`src/rtl/adder_pkg.sv`:
```
// Shared types for the pipelined add/subtract unit.
//   add_op_e : operation select (OP_ADD / OP_SUB)
//   stage_t  : shape of one pipeline stage for the default 32/8 build
//              (valid, carry, sum, unprocessed a/b chunks)
//   eff_cin  : effective carry-in for the selected operation
package adder_pkg;

  typedef enum logic {
    OP_ADD = 1'b0,
    OP_SUB = 1'b1
  } add_op_e;

  localparam int STG_WIDTH = 32;
  localparam int STG_CHUNK = 8;

  typedef struct packed {
    logic                 valid;
    logic                 carry;
    logic [STG_WIDTH-1:0] sum;
    logic [STG_WIDTH-1:0] a_rem;
    logic [STG_WIDTH-1:0] b_rem;
  } stage_t;

  // Subtraction is a + ~b + 1, so the caller's carry-in only matters for add.
  function automatic logic eff_cin(add_op_e op, logic cin);
    return (op == OP_SUB) ? 1'b1 : cin;
  endfunction

endpackage

```
`src/rtl/adder_chunk.sv`:
```
// CHUNK-bit ripple-carry slice built from full_adder cells.
//   a, b     : CHUNK-bit operands
//   cin      : carry into bit 0
//   s        : CHUNK-bit sum
//   cout     : carry out of the top bit
//   c_msb_in : carry into the top bit (pairs with cout for signed overflow)
module adder_chunk #(
  parameter int CHUNK = 8
) (
  input  logic [CHUNK-1:0] a,
  input  logic [CHUNK-1:0] b,
  input  logic             cin,
  output logic [CHUNK-1:0] s,
  output logic             cout,
  output logic             c_msb_in
);

  // Unpacked so each carry is its own net rather than one self-feeding vector.
  logic c [0:CHUNK];

  assign c[0] = cin;

  for (genvar i = 0; i < CHUNK; i++) begin : g_fa
    full_adder u_fa (
      .a  (a[i]),
      .b  (b[i]),
      .ci (c[i]),
      .s  (s[i]),
      .co (c[i+1])
    );
  end

  assign cout     = c[CHUNK];
  assign c_msb_in = c[CHUNK-1];

endmodule

```
`src/rtl/full_adder.sv`:
```
// One-bit full adder.
//   a, b, ci : addend bits and carry-in
//   s, co    : sum bit and carry-out
module full_adder (
  input  logic a,
  input  logic b,
  input  logic ci,
  output logic s,
  output logic co
);

  assign s  = a ^ b ^ ci;
  assign co = (a & b) | (ci & (a ^ b));

endmodule

```
`src/rtl/pipelined_adder.sv`:
```
// Pipelined WIDTH-bit add/subtract unit, one CHUNK-bit slice per stage.
//   clk_i, rst_i             : clock, synchronous active-high reset
//   in_valid_i / in_ready_o  : operation handshake (in_ready_o = global enable)
//   op_i, a_i, b_i, cin_i    : operation, operands, carry-in (add only)
//   out_valid_o / out_ready_i: result handshake
//   sum_o, cout_o, ovf_o     : result, carry out of MSB, signed overflow
// Latency is STAGES = WIDTH/CHUNK cycles; one operation per cycle when unstalled.
module pipelined_adder
  import adder_pkg::*;
#(
  parameter int WIDTH = 32,
  parameter int CHUNK = 8
) (
  input  logic             clk_i,
  input  logic             rst_i,
  input  logic             in_valid_i,
  output logic             in_ready_o,
  input  add_op_e          op_i,
  input  logic [WIDTH-1:0] a_i,
  input  logic [WIDTH-1:0] b_i,
  input  logic             cin_i,
  output logic             out_valid_o,
  input  logic             out_ready_i,
  output logic [WIDTH-1:0] sum_o,
  output logic             cout_o,
  output logic             ovf_o
);

  localparam int STAGES = WIDTH / CHUNK;

  if (WIDTH % CHUNK != 0) begin : g_bad_chunk
    $error("pipelined_adder: WIDTH must be a multiple of CHUNK");
  end

  logic             en;
  logic [WIDTH-1:0] b_eff;
  logic             cin_eff;

  // The whole pipeline freezes only while a finished result is refused.
  assign en         = !(out_valid_o && !out_ready_i);
  assign in_ready_o = en;
  assign b_eff      = (op_i == OP_SUB) ? ~b_i : b_i;
  assign cin_eff    = eff_cin(op_i, cin_i);

  for (genvar k = 1; k <= STAGES; k++) begin : g_stg
    localparam int IN_W  = WIDTH - (k - 1) * CHUNK;
    localparam int SUM_W = k * CHUNK;

    logic             vld_in;
    logic             c_in;
    logic [IN_W-1:0]  a_in;
    logic [IN_W-1:0]  b_in;
    logic [CHUNK-1:0] s;
    logic             c_out;
    logic [SUM_W-1:0] sum_nxt;

    logic             vld_p;
    logic             carry_p;
    logic [SUM_W-1:0] sum_p;

    if (k == 1) begin : g_first
      assign vld_in  = in_valid_i;
      assign c_in    = cin_eff;
      assign a_in    = a_i;
      assign b_in    = b_eff;
      assign sum_nxt = s;
    end else begin : g_next
      assign vld_in  = g_stg[k-1].vld_p;
      assign c_in    = g_stg[k-1].carry_p;
      assign a_in    = g_stg[k-1].g_mid.a_p;
      assign b_in    = g_stg[k-1].g_mid.b_p;
      assign sum_nxt = {s, g_stg[k-1].sum_p};
    end

    // ---- stage k-1 -> stage k boundary: resolve chunk k-1, register carry ----
    always_ff @(posedge clk_i) begin
      if (rst_i) begin
        vld_p   <= 1'b0;
        carry_p <= 1'b0;
        sum_p   <= '0;
      end else if (en) begin
        vld_p <= vld_in;
        if (vld_in) begin
          carry_p <= c_out;
          sum_p   <= sum_nxt;
        end
      end
    end

    if (k == STAGES) begin : g_last
      logic c_msb;
      logic ovf_p;

      adder_chunk #(.CHUNK(CHUNK)) u_chunk (
        .a        (a_in[CHUNK-1:0]),
        .b        (b_in[CHUNK-1:0]),
        .cin      (c_in),
        .s        (s),
        .cout     (c_out),
        .c_msb_in (c_msb)
      );

      always_ff @(posedge clk_i) begin
        if (rst_i) begin
          ovf_p <= 1'b0;
        end else if (en && vld_in) begin
          ovf_p <= c_msb ^ c_out;
        end
      end
    end else begin : g_mid
      localparam int REM_W = IN_W - CHUNK;
      logic             c_msb_unused;
      logic [REM_W-1:0] a_p;
      logic [REM_W-1:0] b_p;

      adder_chunk #(.CHUNK(CHUNK)) u_chunk (
        .a        (a_in[CHUNK-1:0]),
        .b        (b_in[CHUNK-1:0]),
        .cin      (c_in),
        .s        (s),
        .cout     (c_out),
        .c_msb_in (c_msb_unused)
      );

      // Only the chunks later stages still need travel forward.
      always_ff @(posedge clk_i) begin
        if (rst_i) begin
          a_p <= '0;
          b_p <= '0;
        end else if (en && vld_in) begin
          a_p <= a_in[IN_W-1:CHUNK];
          b_p <= b_in[IN_W-1:CHUNK];
        end
      end
    end
  end

  assign out_valid_o = g_stg[STAGES].vld_p;
  assign sum_o       = g_stg[STAGES].sum_p;
  assign cout_o      = g_stg[STAGES].carry_p;
  assign ovf_o       = g_stg[STAGES].g_last.ovf_p;

endmodule
```
`config.mk`:
```
export PLATFORM = sky130hd
export DESIGN_NAME = pipelined_adder
export DESIGN_NICKNAME = d
export VERILOG_FILES = /design/src/rtl/adder_pkg.sv /design/src/rtl/adder_chunk.sv /design/src/rtl/full_adder.sv /design/src/rtl/pipelined_adder.sv
export SDC_FILE = /design/constraint.sdc
export NUM_CORES = 1
export LEC_CHECK = 0
export CAP_MARGIN = 20
export CORE_MARGIN = 2
export CORE_UTILIZATION = 40
export DETAILED_ROUTE_END_ITERATION = 8
export PLACE_DENSITY_LB_ADDON = 0.2
export SYNTH_ARGS = -nofsm -noshare
export SYNTH_HDL_FRONTEND = slang
export SYNTH_SLANG_ARGS = --single-unit
```
`constraint.sdc`:
```
create_clock -name clk_i -period 4.9 [get_ports clk_i]
set_input_delay 0.735 -clock clk_i [delete_from_list [all_inputs] [get_ports clk_i]]
set_output_delay 0.735 -clock clk_i [all_outputs]
set_load 0.05 [all_outputs]
```
==> summary.txt <==
Die Y - 148 µm
XOR/XNOR Fraction of Synth Area - 3.47%
mux cell area share after synthesis - 3.61%
Avg Cell Area, Syn - 9.44 µm²
Inserted Clock Buffers - 17
post-synthesis cell count - 882
placed wire-length estimate - 12.4 mm
ant diodes - 0
vias post-DR - 6252
Max-Cap Viols - 0
Synth area leaders - dfxtp_1 44%, a21oi_1 8.9%, fa_1 7.7%
Pre-Repair DR Iteration Count - 5
Util after Layout - 48.7%
largest net degree at the start of global routing - 131
number of global-route vias before repair - 5831
CTS clk-pin slew, worst paths - 70 ps
Pwr per Cell Area - 341 nW/µm²
std cell rows - 52
PortBufs - 105
clk sinks - 185
final WL - 19.4 mm
H-tree depth - 4
Area Overhead vs Synth - 18.7%
met3 wire len - 775 µm
M1 WL - 10.3 mm
post-route ant nets - 0
GRT Residual Overflow - 0
RSZ-0062 raised after global routing - no
largest family of logic cells by synthesized area - compound AO/OA/AOI/OAI gates
hold bufs inserted after CTS - 0
Die Area - 22000 µm²
most instantiated cells after synthesis - 185 x dfxtp_1, 148 x a21oi_1, 108 x nand3_1, 108 x o21ai_0, 52 x nand2b_1
syn nets - 984
WHS - 456 ps
Yosys top cell area share - 44.5%
skew final - 6.42 ps
final slew viol count - 0
CP Launch Type - primary input
Post-synth EDFFs - 0
Final Hold Viols - 0
Ports - 106
post-cts sizing count - 0
critical path arrival - 4710 ps
post-CTS setup buffers - 0
initial antenna violation count - 0
design area - 9880 µm²
TritonCTS clock tree - done
Final Non-Filler Cells - 1209
Synth cell types - 30
DRC - 0
top-count cell post-synth - dfxtp_1
top routing layer in use - met4
leak pwr - 3.45 nW
asr flop ratio synth - 0%
worst slack, placed - 21.0 ps
Layout Nets - 1028
DR vias/cell - 5.17
wire per inst - 16.1 µm
Total GRT Usage - 18.1%
dominant cell type by area after synthesis - dfxtp_1
Most used DFF post-synth - dfxtp_1
DP Cell Count - 1177
crit share post-route - 90.5%
Compound-Gate Fraction of Synth Area - 21.4%
clock buffer depth - 2
CTS root buf - clkbuf_16
Synth Cell Area - 8320 µm²
Simple-Gate Fraction of Synth Area - 11.5%
Fmax - 226 MHz
Slew headroom - 33.8%
clock latency on the worst-skew pair - 430 ps
VDD IR-drop max - 0.000231 V
final setup vio count - 0
Worst Tran Pin Value - 993 ps
share of cells above drive strength 1 - 8.73%
Initial Util - 41.0%
Core Area - 20300 µm²
adder-cell share of the synthesized area - 7.70%
die extent in x - 148 µm
YS warnings - 0
first-pass GRT wire length - 31.7 mm
Req. time, crit path - 5170 ps
overall power - 3.37 mW
Routability Congestion - 0.756
Crit. End Element - register
status - complete, no violations
metal2 WL - 8.20 mm
Detailed Route Iter0 Violations - 464
Hold Crit Class - reg2reg
TNS Setup - 0 ps
Setup WS post-layout - 467 ps
Final min period - 4430 ps
Max FO, Critical Path - 1
Yosys reg bits - 185
Post-DP Area - 9270 µm²
post-synthesis sequential area ratio - 44.5%
Crit Path Class - in2reg
worst max-delay path: stages:
cell,delay (ps)
clkdlybuf4s50_1,410
xnor2_1,150
fa_1,420
fa_1,390
fa_1,400
fa_1,390
fa_1,390
fa_1,410
fa_1,370
inv_1,70
fa_1,410
nand3_1,80
a21oi_1,70
flip-flops by register name (all words and copies together) (netlist names), 3 cells and up:
name / count
g_stg.carry_p: 3
g_stg.g_mid.a_p: 48
g_stg.g_mid.b_p: 48
g_stg.sum_p: 48
g_stg.vld_p: 3
sum_o: 32
final timing paths:
kind | from | to | slack (ps) | cells after the start
worst min register to register | g_stg[1].g_mid.a_p[8] | g_stg[2].g_mid.a_p[0] | 460 | 2
worst max register to register | g_stg[3].carry_p | ovf_o | 770 | 14
worst min-delay path | g_stg[1].g_mid.a_p[8] | g_stg[2].g_mid.a_p[0] | 460 | 2
worst max-delay path | b_i[0] | g_stg[1].sum_p[7] | 470 | 13
cell type report:
class	count	area, µm²
clock buffer	26	509
clock inverter	6	110
multi-input combinational	573	3970
tap	270	338
sequential	185	3700
inverter	34	133
timing repair buffer	115	1120
fill	2030	10400
layout by cell type (no fill, tap or decap), types with 5 or more instances in the layout:
cell type	netlist	routed
o21ai_0	108	108
xnor2_1	32	32
fa_1	32	32
a211oi_2	30	30
clkdlybuf4s50_1	0	102
clkbuf_8	0	5
clkbuf_16	0	17
inv_1	32	32
mux2i_1	30	30
a211oi_1	10	10
buf_4	14	10
nand3_1	108	108
nand2b_1	52	52
a21oi_1	148	148
dfxtp_1	185	185
cells by family after synthesis:
family,Yosys count
xor gates and xnor gates,33
adders and majority gates,32
DFF,185
AOI/OAI and AO/OA,303
and+or+nand+nor,175
muxes,30
buffers and inverters,124
where the power goes:
| part | switching (mW) | leakage, nW | internal, mW |
|---|---|---|---|
| Sequential | 0.0375 | 1.51 | 1.56 |
| Combinational | 0.181 | 1.65 | 0.154 |
| Clock | 0.569 | 0.297 | 0.871 |
| Total | 0.787 | 3.45 | 2.59 |
layer usage:
layer / up-vias / track usage, %
met1: 2970 / 28.1
met3: 14 / 4.23
met4: 0 / 4.57
met2: 128 / 25.0
li1: 3140 / -
met5: - / 0
Power figures use the tool's default switching activity.
